==> config.mk <==
export PLATFORM = sky130hd
export DESIGN_NAME = mul_div_unit
export DESIGN_NICKNAME = d
export VERILOG_FILES = /design/src/rtl/mul_div_unit.sv
export SDC_FILE = /design/constraint.sdc
export NUM_CORES = 1
export LEC_CHECK = 0
export ABC_AREA = 0
export CAP_MARGIN = 20
export CORE_MARGIN = 2
export CORE_UTILIZATION = 31
export CTS_CLUSTER_DIAMETER = 60
export DETAILED_ROUTE_END_ITERATION = 8
export GPL_ROUTABILITY_DRIVEN = 0
export GPL_TIMING_DRIVEN = 0
export PLACE_DENSITY_LB_ADDON = 0.15
export SLEW_MARGIN = 0
export SYNTH_ARGS = -nofsm -noshare
export SYNTH_HDL_FRONTEND = slang
export SYNTH_SLANG_ARGS = --single-unit
==> constraint.sdc <==
create_clock -name clk -period 14.4 [get_ports clk]
set_clock_uncertainty 0.2 [all_clocks]
set_input_delay 2.88 -clock clk [delete_from_list [all_inputs] [get_ports clk]]
set_output_delay 2.88 -clock clk [all_outputs]
set_load 0.01 [all_outputs]
==> src/rtl/mul_div_unit.sv <==
// Iterative RV32M multiply/divide unit: shift-add multiply and restoring divide, WIDTH cycles each.
// Optional MULDIV_EARLY_OUT_EN: special-case operations complete in one cycle.
module mul_div_unit #(
    parameter int unsigned WIDTH = 32
) (
    input  logic             clk,
    input  logic             rst,
    input  logic             start,
    input  logic             flush,
    input  logic [2:0]       funct3,
    input  logic [WIDTH-1:0] srcA,
    input  logic [WIDTH-1:0] srcB,
    output logic             busy,
    output logic             done,
    output logic [WIDTH-1:0] result
);
    localparam int unsigned CW = $clog2(WIDTH) + 1;
    localparam logic [CW-1:0] LastIter = CW'(WIDTH - 1);
    localparam logic [WIDTH-1:0] MinNeg = {1'b1, {(WIDTH-1){1'b0}}};
    localparam logic [WIDTH-1:0] AllOnes = {WIDTH{1'b1}};

    localparam logic [2:0] OpMul    = 3'b000;
    localparam logic [2:0] OpMulh   = 3'b001;
    localparam logic [2:0] OpMulhsu = 3'b010;
    localparam logic [2:0] OpMulhu  = 3'b011;
    localparam logic [2:0] OpDiv    = 3'b100;
    localparam logic [2:0] OpDivu   = 3'b101;
    localparam logic [2:0] OpRem    = 3'b110;

    typedef enum logic [1:0] {StIdle, StCalc, StFix, StDone} state_e;

    state_e               state_q, state_d;
    logic [CW-1:0]        cnt_q, cnt_d;
    logic [2:0]           op_q, op_d;
    logic [WIDTH-1:0]     a_raw_q, a_raw_d, b_raw_q, b_raw_d;
    logic [WIDTH-1:0]     mcand_q, mcand_d;
    logic [2*WIDTH-1:0]   prod_q, prod_d;
    logic                 neg_q, neg_d;
    logic [WIDTH-1:0]     result_q, result_d;

    logic                 a_sgn, b_sgn, a_neg, b_neg, sign_in;
    logic [WIDTH-1:0]     a_mag, b_mag;
    logic [WIDTH:0]       mul_sum, div_shift, div_diff;
    logic [2*WIDTH-1:0]   mul_next, div_next;
    logic [WIDTH-1:0]     prod_hi, prod_lo, mul_hi, fix_val;

    // Divide-by-zero, signed overflow and zero-operand multiply.
    function automatic logic is_special(input logic dv, input logic uns,
                                        input logic [WIDTH-1:0] a, input logic [WIDTH-1:0] b);
        if (dv) return (b == '0) || (!uns && a == MinNeg && b == AllOnes);
        return (a == '0) || (b == '0);
    endfunction

    function automatic logic [WIDTH-1:0] special_val(input logic dv, input logic rm,
                                                      input logic [WIDTH-1:0] a,
                                                      input logic [WIDTH-1:0] b);
        if (!dv) return '0;
        if (b == '0) return rm ? a : AllOnes;
        return rm ? '0 : a;
    endfunction

    always_comb begin
        a_sgn = (funct3 == OpMulh) || (funct3 == OpMulhsu) || (funct3 == OpDiv) || (funct3 == OpRem);
        b_sgn = (funct3 == OpMulh) || (funct3 == OpDiv) || (funct3 == OpRem);
        a_neg = a_sgn & srcA[WIDTH-1];
        b_neg = b_sgn & srcB[WIDTH-1];
        a_mag = a_neg ? -srcA : srcA;
        b_mag = b_neg ? -srcB : srcB;
        case (funct3)
            OpMulh, OpMulhsu, OpDiv: sign_in = a_neg ^ b_neg;
            OpRem:                   sign_in = a_neg;
            default:                 sign_in = 1'b0;
        endcase
    end

    // prod_q holds {partial product, multiplier} or {remainder, dividend/quotient}.
    always_comb begin
        mul_sum   = {1'b0, prod_q[2*WIDTH-1:WIDTH]} + (prod_q[0] ? {1'b0, mcand_q} : '0);
        mul_next  = {mul_sum, prod_q[WIDTH-1:1]};
        div_shift = {prod_q[2*WIDTH-1:WIDTH], prod_q[WIDTH-1]};
        div_diff  = div_shift - {1'b0, mcand_q};
        div_next  = div_diff[WIDTH] ? {div_shift[WIDTH-1:0], prod_q[WIDTH-2:0], 1'b0}
                                    : {div_diff[WIDTH-1:0], prod_q[WIDTH-2:0], 1'b1};
    end

    always_comb begin
        prod_hi = prod_q[2*WIDTH-1:WIDTH];
        prod_lo = prod_q[WIDTH-1:0];
        mul_hi  = neg_q ? (~prod_hi + WIDTH'(prod_lo == '0)) : prod_hi;
        case (op_q)
            OpMul:                     fix_val = prod_lo;
            OpMulh, OpMulhsu, OpMulhu: fix_val = mul_hi;
            OpDiv, OpDivu:             fix_val = neg_q ? -prod_lo : prod_lo;
            default:                   fix_val = neg_q ? -prod_hi : prod_hi;
        endcase
        if (is_special(op_q[2], op_q[0], a_raw_q, b_raw_q)) begin
            fix_val = special_val(op_q[2], op_q[1], a_raw_q, b_raw_q);
        end
    end

    always_comb begin
        state_d  = state_q;
        cnt_d    = cnt_q;
        op_d     = op_q;
        a_raw_d  = a_raw_q;
        b_raw_d  = b_raw_q;
        mcand_d  = mcand_q;
        prod_d   = prod_q;
        neg_d    = neg_q;
        result_d = result_q;
        if (flush) begin
            state_d = StIdle;
        end else begin
            unique case (state_q)
                StIdle, StDone: begin
                    if (start) begin
                        op_d    = funct3;
                        a_raw_d = srcA;
                        b_raw_d = srcB;
                        neg_d   = sign_in;
                        cnt_d   = '0;
                        mcand_d = funct3[2] ? b_mag : a_mag;
                        prod_d  = {{WIDTH{1'b0}}, funct3[2] ? a_mag : b_mag};
                        state_d = StCalc;
`ifdef MULDIV_EARLY_OUT_EN
                        if (is_special(funct3[2], funct3[0], srcA, srcB)) begin
                            result_d = special_val(funct3[2], funct3[1], srcA, srcB);
                            state_d  = StDone;
                        end
`endif
                    end else begin
                        state_d = StIdle;
                    end
                end
                StCalc: begin
                    prod_d = op_q[2] ? div_next : mul_next;
                    cnt_d  = cnt_q + CW'(1);
                    if (cnt_q == LastIter) state_d = StFix;
                end
                StFix: begin
                    result_d = fix_val;
                    state_d  = StDone;
                end
                default: state_d = StIdle;
            endcase
        end
    end

    always_ff @(posedge clk or posedge rst) begin
        if (rst) begin
            state_q  <= StIdle;
            cnt_q    <= '0;
            op_q     <= '0;
            a_raw_q  <= '0;
            b_raw_q  <= '0;
            mcand_q  <= '0;
            prod_q   <= '0;
            neg_q    <= 1'b0;
            result_q <= '0;
        end else begin
            state_q  <= state_d;
            cnt_q    <= cnt_d;
            op_q     <= op_d;
            a_raw_q  <= a_raw_d;
            b_raw_q  <= b_raw_d;
            mcand_q  <= mcand_d;
            prod_q   <= prod_d;
            neg_q    <= neg_d;
            result_q <= result_d;
        end
    end

    assign busy   = (state_q == StCalc) || (state_q == StFix);
    assign done   = (state_q == StDone);
    assign result = result_q;

endmodule

Word level (Yosys, flattened, before mapping) --
Index checks and enable logic that the tools add are counted.
Word-level totals: bits in registers 204, input bits 71, output and inout bits 34
Cells by class: $add $sub $neg 8, equal/unequal tests 17, mux-type cells 35, bitwise logic cells 5, reductions and logical operators 24
Operator list (number):
- 2-to-1 mux 32 bit | 15
- 2-to-1 mux 64 bit | 3
- negator 32 bit | 4
- one-hot mux 64 bit (2 select lines) | 1
- zero test 32 bit | 3
- one-hot mux 32 bit (3 select lines) | 1
- equality test 32 bit (second input constant) | 2
- adder 32 x 32 -> 33 bit | 1
- subtractor 33 x 32 -> 33 bit | 1
- adder 32 x 1 -> 32 bit | 1
- inverter 32 bit | 1
- equality test 3 bit (second input constant) | 4
- one-hot mux 6 bit (2 select lines) | 1
- equality test 3 x 2 -> 1 bit (second input constant) | 3
- 2-to-1 mux 1 bit | 9
- logical OR 1 bit | 8
- adder 6 x 1 -> 6 bit (second input constant) | 1
- equality test 3 x 1 -> 1 bit (second input constant) | 2
- equality test 6 x 5 -> 1 bit (second input constant) | 1
- 2-to-1 mux 6 bit | 1
- one-hot mux 2 bit (3 select lines) | 1
- AND reduction 3 bit | 2
- OR reduction 3 bit | 2
- equality test 2 bit (second input constant) | 2
- other kinds (15) | 19

Longest topological paths before layout --
Gate-level depths: netlist of the first run.
word-level depth 12, mapped depth 18

Least setup slack after synthesis of the first run --
No wires, ideal clock.
path type input to register, start in srcA[0], end reg mcand_q[28], data arrival time 4.891 ns, path slack 9.175 ns, cell stages on the path 10, path through inv_1 ha_1 or3b_2 nor3_1 nand4_1 o41ai_1 xor2_1 nor2_1 a21oi_1 o21ai_0
On the way: longest elaborated chain between the ends 3
Ends and longest elaborated chain:
- start, declared | line 11 | input logic [WIDTH-1:0] srcA,
- negator 32 bit | line 67 | a_mag = a_neg ? -srcA : srcA;
- 2-to-1 mux 32 bit | line 67
- 2-to-1 mux 32 bit | line 122 | mcand_d = funct3[2] ? b_mag : a_mag;
- end signal, assigned | line 166 | mcand_q <= mcand_d;
- end, declared | line 36 | logic [WIDTH-1:0] mcand_q, mcand_d;
Every way passes these cells. A chain may end at the register's enable or synchronous reset.

Final worst setup path of the first run --
start reg prod_q[0], end reg result_q[30] (netlist: result[30])
On the way: longest elaborated chain between the ends 5
Ends and longest elaborated chain:
- start, declared | line 37 | logic [2*WIDTH-1:0] prod_q, prod_d;
- start signal, assigned | line 167 | prod_q <= prod_d;
- zero test 32 bit | line 89 | mul_hi = neg_q ? (~prod_hi + WIDTH'(prod_lo == '0)) : prod_hi;
- adder 32 x 1 -> 32 bit | line 89
- 2-to-1 mux 32 bit | line 89
- one-hot mux 32 bit (3 select lines) (*) | line 90 | case (op_q)
- 2-to-1 mux 32 bit (*) | line 96 | if (is_special(op_q[2], op_q[0], a_raw_q, b_raw_q)) begin
- end signal, assigned | line 169 | result_q <= result_d;
- end, declared | line 39 | logic [WIDTH-1:0] result_q, result_d;
Mark *: on every way between the ends. The rest lies on a longest branch, timed or not.

==> Implementation_results.wiki, run 1 <==
{| class="wikitable"
! Metric !! Value
|-
| Outcome || completed
|-
| First DRT Iteration DRCs || 2,088
|-
| Type of the setup path with the least slack || reg2reg
|-
| Aggregate routed wire length || 76.7 mm
|-
| Synthesized area divided by synthesized cell count || 7.59 um^2
|-
| Setup TNS || 0 ns
|-
| Maximum VDD drop || between 0.1 and 0.15 mV
|-
| Worst-skew pair later-pin latency || 0.59 ns
|-
| Critical Path AT || 6.58 ns
|-
| Sw Share || 51.7%
|-
| Total inserted antenna cells || 0
|-
| Switching component of the power || 2660 uW
|-
| Number of routed nets with antenna violations || 0
|-
| Fraction of the yosys area taken by sequential cells || between 20% and 30%
|-
| Width of the chip || 243 um
|-
| Vias in the first global route || between 15,000 and 20,000
|-
| Count of flip-flops with a built-in enable after synthesis || 0
|-
| Synth-to-layout area growth || 17.6%
|-
| Post-Synthesis Cells || 2,326
|-
| Cell Int Power || ~2500 uW
|-
| RSZ-0062 raised after global routing || no
|-
| Area share of the largest cell type after synthesis || 28.9%
|-
| Hold crit path type || reg2reg
|-
| Initial core utilization || 31.3%
|-
| Via count of the routed design || 18,672
|-
| Cell variety after synth || 89
|-
| Power density over cell area || between 200 and 250 nW/um^2
|-
| Total setup buffers inserted after CTS || 0
|-
| Y dimension of the die || 243 um
|-
| Residual DRC || 0
|-
| Fill count || 6,009
|-
| Via/cell ratio || ~5.8
|-
| Nature of the critical path startpoint || flop
|-
| Most frequent cell after synthesis || nand2_1
|-
| Final nets || 2,611
|-
| CTS tree || built
|-
| Cells along the critical path || inv_1 -> clkbuf_1 -> ha_1 -> nand2_1 -> or3_1 -> or2_1 -> or3_1 -> nor3_1 -> ha_1 -> nor4b_1 -> nand2_1 -> or3_1 -> o21ai_1 -> nand2_1 -> xnor2_1 -> o22ai_1 -> a2111oi_0 -> a21oi_1
|-
| Biggest fanout along the worst timing path || 10
|-
| Most area-consuming cells after synthesis || dfrtp_1 (29%), nand2_1 (8.8%), o21ai_0 (5.8%)
|-
| Pin count of the biggest net entering global routing || 114
|-
| Final number of hold-violating endpoints || 0
|-
| Largest stage delay on the critical path || 0.54 ns
|-
| Fin. max-slew vios || 0
|-
| Seq cells post-synth || around 200
|-
| Gr ovfl total || 0
|-
| Boundary Pins || approximately 110
|-
| Core area || between 50,000 and 60,000 um^2
|-
| Port-buffer cells || 104
|-
| Maximum clock frequency || about 160 MHz
|-
| CTS Sinks || between 200 and 250
|-
| Global-route wire length before repair || between 100 and 150 mm
|-
| Global-route total usage across every layer || 25.2%
|-
| Post-CTS clock slew at the launch and capture registers of the worst setup and hold paths || about 0.060 ns
|-
| Worst rel slew slack || roughly 39%
|-
| Worst slew pin tran || 0.920 ns
|-
| Worst hold slack across all endpoints || ~0.28 ns
|-
| Max cap viols || 0
|-
| Part of the total power dissipated in combinational logic || 62.6%
|-
| Most instantiated cells after synthesis || nand2_1 (412), o21ai_0 (206), dfrtp_1 (204)
|-
| Area of the die || 58,900 um^2
|-
| Finished Core Util || 36.8%
|-
| Post-detailed-route wirelength per cell || 23.6 um
|-
| Shortest clock period the worst path allows after layout || around 6.3 ns
|-
| Critical path endpoint category || flop
|-
| Proportion of power drawn by the clock network || 15.5%
|-
| Critical path required time || 14.66 ns
|-
| Syn nets || roughly 2,500
|-
| Leading area contributor after synthesis || dfrtp_1
|-
| Number of warnings issued by yosys || 0
|-
| CTS H-tree lvls || 1
|-
| Synth Cell Area || 17,700 um^2
|-
| Sum of net half-perimeters after detailed placement || 60.3 mm
|-
| Initial antenna violation count || 1
|-
| Proportion of layout cells with a drive suffix above 1 || about 5%
|-
| Total CTS buffers || 30
|-
| Number of resized instances in the post-cts repair step || 0
|-
| Leak || 0.00896 uW
|-
| Share of async-settable or async-resettable flops after synthesis || 100%
|-
| Most used DFF post-synth || dfrtp_1
|-
| Root buffer cell || clkbuf_16
|-
| Library cell contributing the largest single delay on the critical path || clkbuf_1
|-
| Number of cell rows || 87
|-
| First-pass iteration count of the detailed router || 7
|-
| Ratio of final minimum period to clock period || 43.9%
|-
| Cts-stage hold buffer count || 0
|-
| Portion of total power attributed to sequential cells || between 20% and 30%
|-
| Buffer levels on the longest clock path || 3
|-
| Setup-failing EPs final || 0
|}
-- cell type report --
class / count / area, um^2 / share of cell area (%)
Tap cell: 756 / 946 / 4.55
Clock inverter: 20 / 251 / 1.21
Buffer: 159 / 647 / 3.11
Sequential cell: 204 / 5100 / 24.6
Clock buffer: 36 / 835 / 4.02
Multi-Input combinational cell: 1884 / 11600 / 55.9
Inverter: 79 / 304 / 1.46
Timing Repair Buffer: 105 / 1070 / 5.14
-- routing by layer --
layer	track usage, %	part of all wire (%)
met5	0	0
met4	8.32	3.8
met3	3.55	7.8
met2	41.1	45
met1	34.3	43
-- final timing paths --
kind                                         start                      end  slack (ns)  depth (start not counted)
max                          prod_q[0]$_DFFE_PP0P_   result[30]$_DFFE_PP0P_        8.08                         18
min                        mcand_q[18]$_DFFE_PP0P_  mcand_q[18]$_DFFE_PP0P_        0.28                          2
max reg2reg                  prod_q[0]$_DFFE_PP0P_   result[30]$_DFFE_PP0P_        8.08                         18
min reg2reg                mcand_q[18]$_DFFE_PP0P_  mcand_q[18]$_DFFE_PP0P_        0.28                          2
max in group asynchronous                      rst   result[24]$_DFFE_PP0P_       10.32                          3
min in group asynchronous                      rst   state_q[1]$_DFFE_PP0P_        2.62                          2
-- power groups by stage --
stage | Clock [uW] | Combinational [uW] | Sequential (uW)
after global placement | 0 | 3110 | 1120
after CTS | 814 | 3150 | 1110
after detailed placement | 0 | 3120 | 1120
after floorplan | 0 | 2150 | 1000
final | 798 | 3220 | 1120
after global routing | 839 | 3490 | 1140
-- state kept, by name (all words and copies together), names as in the netlist --
| signal | count |
|---|---|
| result | 32 |
| a_raw_q | 32 |
| op_q | 3 |
| mcand_q | 32 |
| neg_q | 1 |
| state_q | 2 |
| cnt_q | 6 |
| b_raw_q | 32 |
| prod_q | 64 |
-- metrics by stage --
stage                     power [uW]  setup slack (ns)  instances  cell area (um^2)
after floorplan                 3150              5.75       2326             17700
after global placement          4230              2.49       3186             19700
after detailed placement        4240              7.72       3187             19700
after CTS                       5070              8.23       3243             20800
after global routing            5470              7.71       3243             20800
final                           5140              8.08       3243             20800
-- cells by family (layout without fill, tap and decap cells) --
family / count (synthesis) / in the layout / synth area share (%)
AND/OR/NAND/NOR: 832 / 832 / 21.0
XOR/XNOR: 147 / 147 / 7.29
multiplexers: 72 / 72 / 4.31
buffers and inverters: 238 / 399 / 5.34
flip-flops: 204 / 204 / 28.9
AO/OA/AOI/OAI: 749 / 749 / 27.2
adder cells (fa/ha/maj): 84 / 84 / 5.94
-- critical path: cells and delay by family, from the launching register on --
family,cells,cell delay [ns]
AO/OA/AOI/OAI,4,1.01
XOR/XNOR,1,0.16
adder cells (fa/ha/maj),2,0.58
buffers and inverters,2,0.78
flip-flops,1,0.49
AND/OR/NAND/NOR,9,2.97
-- cell usage in the layout, fill, tap and decap left out, types with 22 or more instances in the layout --
cell / count
nor2_1: 175
dfrtp_1: 204
nand2_1: 412
or3_1: 22
nor4_1: 31
clkbuf_1: 138
a21oi_1: 184
xnor2_1: 80
nand3_1: 32
o21ai_0: 206
a211oi_1: 32
inv_1: 77
nor3_1: 43
a31oi_1: 35
ha_1: 75
clkbuf_16: 31
o31ai_1: 35
a22oi_1: 28
a21o_1: 54
xor2_1: 67
mux2_2: 32
nand4_1: 24
mux2i_1: 39
clkdlybuf4s50_1: 104
Note: power is estimated with default switching activity, not from simulation.
==> run 2, diff against run 1 <==
==> constraint.sdc (replaced) <==
create_clock -name clk -period 5.6 [get_ports clk]
set_clock_uncertainty 0.2 [all_clocks]
set_input_delay 1.12 -clock clk [delete_from_list [all_inputs] [get_ports clk]]
set_output_delay 1.12 -clock clk [all_outputs]
set_load 0.01 [all_outputs]
==> run 2 against run 1 <==
Effect of this change: sequential cell count stayed put; register-to-register slack worse by 7.9 ns; largest cell class unchanged; wire length increased by 0.53%; maximum frequency increased by 16%; critical endpoint is now result[12]$_DFFE_PP0P_; via count increased by 0.19%; hold slack better by 0.0011 ns.
==> Implementation_results.wiki, run 2 (synthesis gave the netlist of run 1 again) <==
{| class="wikitable"
! Metric !! Value
|-
| Outcome || completed (unchanged)
|-
| Placed Instances || 3,192 (was 3,187)
|-
| Boundary Pins || 105 (unchanged)
|-
| Hold-critical path endpoint || result[5]$_DFFE_PP0P_ (was mcand_q[18]$_DFFE_PP0P_)
|-
| Worst reg2reg setup slack || 0.13 ns (was 8.08 ns)
|-
| Gr ovfl total || 0 (unchanged)
|-
| CTS tree || built (unchanged)
|-
| Terminus of the critical flop-to-flop path || result[12]$_DFFE_PP0P_ (was result[30]$_DFFE_PP0P_)
|-
| Final cell count without fillers || 3,250 (was 3,243)
|-
| Worst slack at placement || -0.559 ns (was 7.72 ns)
|-
| Proportion of power drawn by the clock network || 14.4% (was 15.5%)
|-
| Shortest clock period the worst path allows after layout || 5.47 ns (was 6.32 ns)
|-
| Power density over cell area || 629 nW/um^2 (was 248 nW/um^2)
|-
| Total CTS buffers || 30 (unchanged)
|-
| Root buffer cell || clkbuf_16 (unchanged)
|-
| CTS H-tree lvls || 1 (unchanged)
|-
| Switching component of the power || 6860 uW (was 2660 uW)
|-
| Portion of total power attributed to sequential cells || 22.1% (was 21.8%)
|-
| Hold crit path type || reg2reg (unchanged)
|-
| Width of the chip || 243 um (unchanged)
|-
| Buffer levels on the longest clock path || 3 (unchanged)
|-
| Number of routed nets with antenna violations || 0 (unchanged)
|-
| WHS Path Cells || 2 (unchanged)
|-
| Post-detailed-route wirelength per cell || 23.7 um (was 23.6 um)
|-
| Maximum clock frequency || 183 MHz (was 158 MHz)
|-
| Ratio of final minimum period to clock period || 97.7% (was 43.9%)
|-
| Core area || 56,400 um^2 (unchanged)
|-
| Proportion of layout cells with a drive suffix above 1 || 5.53% (was 5.11%)
|-
| Worst-skew pair later-pin latency || 0.60 ns (was 0.59 ns)
|-
| Residual DRC || 0 (unchanged)
|-
| Post-CTS clock slew at the launch and capture registers of the worst setup and hold paths || 0.06 ns (about the same)
|-
| Type of the setup path with the least slack || reg2reg (unchanged)
|-
| Critical path required time || 5.85 ns (was 14.66 ns)
|-
| Fin. max-slew vios || 0 (unchanged)
|-
| Setup slack after layout || 0.128 ns (was 8.08 ns)
|-
| Biggest fanout along the worst timing path || 12 (was 10)
|-
| Part of the total power dissipated in combinational logic || 63.5% (was 62.6%)
|-
| Sum of net half-perimeters after detailed placement || 61.1 mm (was 60.3 mm)
|-
| Via count of the routed design || 18,707 (was 18,672)
|-
| Setup-failing EPs final || 0 (unchanged)
|-
| Worst hold slack across all endpoints || 0.280 ns (was 0.278 ns)
|-
| Nature of the critical path startpoint || flop (unchanged)
|-
| First-pass iteration count of the detailed router || 6 (was 7)
|-
| Sw Share || 52.4% (was 51.7%)
|-
| Pin count of the biggest net entering global routing || 41 (was 114)
|-
| First DRT Iteration DRCs || 1,964 (was 2,088)
|-
| Final nets || 2,619 (was 2,611)
|-
| Vias in the first global route || 18,002 (was 17,735)
|-
| Leak || 0.00895 uW (was 0.00896 uW)
|-
| Commonest non-fill, non-tap cell in the layout || nand2_1 (unchanged)
|-
| Final number of hold-violating endpoints || 0 (unchanged)
|-
| Global-route wire length before repair || 116 mm (was 114 mm)
|-
| Most used cells in the layout excluding fill and tap cells || nand2_1 (412), o21ai_0 (206), dfrtp_1 (204), a21oi_1 (184), nor2_1 (175) (unchanged)
|-
| Max cap viols || 0 (unchanged)
|-
| Aggregate routed wire length || 77.1 mm (was 76.7 mm)
|-
| Y dimension of the die || 243 um (unchanged)
|-
| Cell Int Power || 6230 uW (was 2480 uW)
|-
| Worst slew pin tran || 0.926 ns (was 0.920 ns)
|-
| Initial core utilization || 31.3% (unchanged)
|-
| Via/cell ratio || 5.76 (about the same)
|-
| Number of flip-flops under the largest register name || 64 (unchanged)
|-
| Logic depth of the worst register-to-register path || 17 (was 18)
|-
| Most flop-heavy register || prod_q (unchanged)
|-
| Area of the die || 58,900 um^2 (unchanged)
|-
| Initial antenna violation count || 0 (was 1)
|-
| Startpoint of the worst register-to-register path || prod_q[0]$_DFFE_PP0P_ (unchanged)
|-
| Number of cell rows || 87 (unchanged)
|-
| Critical Path AT || 5.73 ns (was 6.58 ns)
|-
| Total power of the final layout || 13,100 uW (was 5140 uW)
|-
| Global-route total usage across every layer || 25.6% (was 25.2%)
|-
| CTS Sinks || 204 (unchanged)
|-
| Port-buffer cells || 104 (unchanged)
|-
| Maximum VDD drop || 0.274 mV (was 0.114 mV)
|-
| Cts-stage hold buffer count || 0 (unchanged)
|-
| Worst rel slew slack || 38.3% (was 38.6%)
|-
| Critical path endpoint category || flop (unchanged)
|-
| Hold_sp || result[5]$_DFFE_PP0P_ (was mcand_q[18]$_DFFE_PP0P_)
|-
| Synth-to-layout area growth || 17.8% (was 17.6%)
|-
| Total inserted antenna cells || 0 (unchanged)
|}
-- run 2: cell types whose count changed in the layout (fill, tap and decap cells not counted), moves of 2 or more --
cell and change:
inv_6 +4, a2111oi_0 -2, bufinv_16 -3, buf_4 +4, buf_12 +6, a2111oi_1 +2
inv_8 -4, clkinv_4 -3, clkinvlp_4 +5
-- run 2: per-stage QoR --
| step | instance area, um^2 | TNS, ns | utilization [%] |
|---|---|---|---|
| after floorplan | 17700 | 0 | - |
| after global placement | 19700 | -51.03 | 34.9 |
| after detailed placement | 19800 | -3.31 | 35.1 |
| after CTS | 20800 | 0 | 36.8 |
| after global routing | 20800 | -0.0146 | 36.9 |
| final | 20800 | 0 | 36.9 |
-- run 2: worst max path at each step --
| stage | from | to | slack, ns | cells past startpoint |
|---|---|---|---|---|
| 2_1_floorplan | prod_q[0]$_DFFE_PP0P_ | result[30]$_DFFE_PP0P_ | 0.85 | 18 |
| 3_3_place_gp | prod_q[0]$_DFFE_PP0P_ | result[30]$_DFFE_PP0P_ | -0.54 | 18 |
| 3_5_place_dp | prod_q[0]$_DFFE_PP0P_ | result[30]$_DFFE_PP0P_ | -0.56 | 18 |
| 4_1_cts | prod_q[0]$_DFFE_PP0P_ | result[30]$_DFFE_PP0P_ | 0.07 | 17 |
| 5_1_grt | prod_q[11]$_DFFE_PP0P_ | result[12]$_DFFE_PP0P_ | -0.01 | 17 |
| 6_report | prod_q[0]$_DFFE_PP0P_ | result[12]$_DFFE_PP0P_ | 0.13 | 17 |
-- run 2: layout make-up --
| cell class | instances | area (um^2) |
|---|---|---|
| fill | 6104 | 35600 |
| sequential | 204 | 5100 |
| tap | 756 | 946 |
| inverter | 79 | 304 |
| clock inverter | 19 | 175 |
| buffer | 158 | 643 |
| multi-input combinational | 1884 | 11600 |
| timing repair buffer | 114 | 1190 |
| clock buffer | 36 | 803 |
-- run 2: critical path: stages, from the launching register on --
cell and delay [ns]:
dfrtp_1 0.52, clkinvlp_4 0.32, ha_1 0.24, nand2_1 0.16, or3_1 0.44, or2_1 0.30, or3_1 0.43, nor3_2 0.26
ha_1 0.27, nor4b_4 0.29, nand2_1 0.21, or3_1 0.46, nand2_1 0.12, o22ai_1 0.10, o21ai_0 0.51, a31oi_1 0.20
a31oi_1 0.19, o21ai_0 0.09
-- run 2: power groups by stage --
stage | Combinational [uW] | Clock, uW | Sequential (uW)
floorplan | 5510 | 0 | 2570
global placement | 8010 | 0 | 2870
detailed placement | 8050 | 0 | 2890
CTS | 8110 | 1920 | 2870
global route | 9010 | 1980 | 2960
finish | 8310 | 1880 | 2900
-- run 2: what timing repair did --
action / CTS / global route
endpoints found under the hold margin: 0 / 0
setup endpoints to repair: 13 / 6
resized for setup: 2 / 6
buffers inserted: 0 / 4
-- run 2: metal layers --
metal	wire, um	global-route usage [%]
met5	0	0
met4	2670	7.65
met3	5040	3.28
met2	34800	41.6
met1	34600	35.3
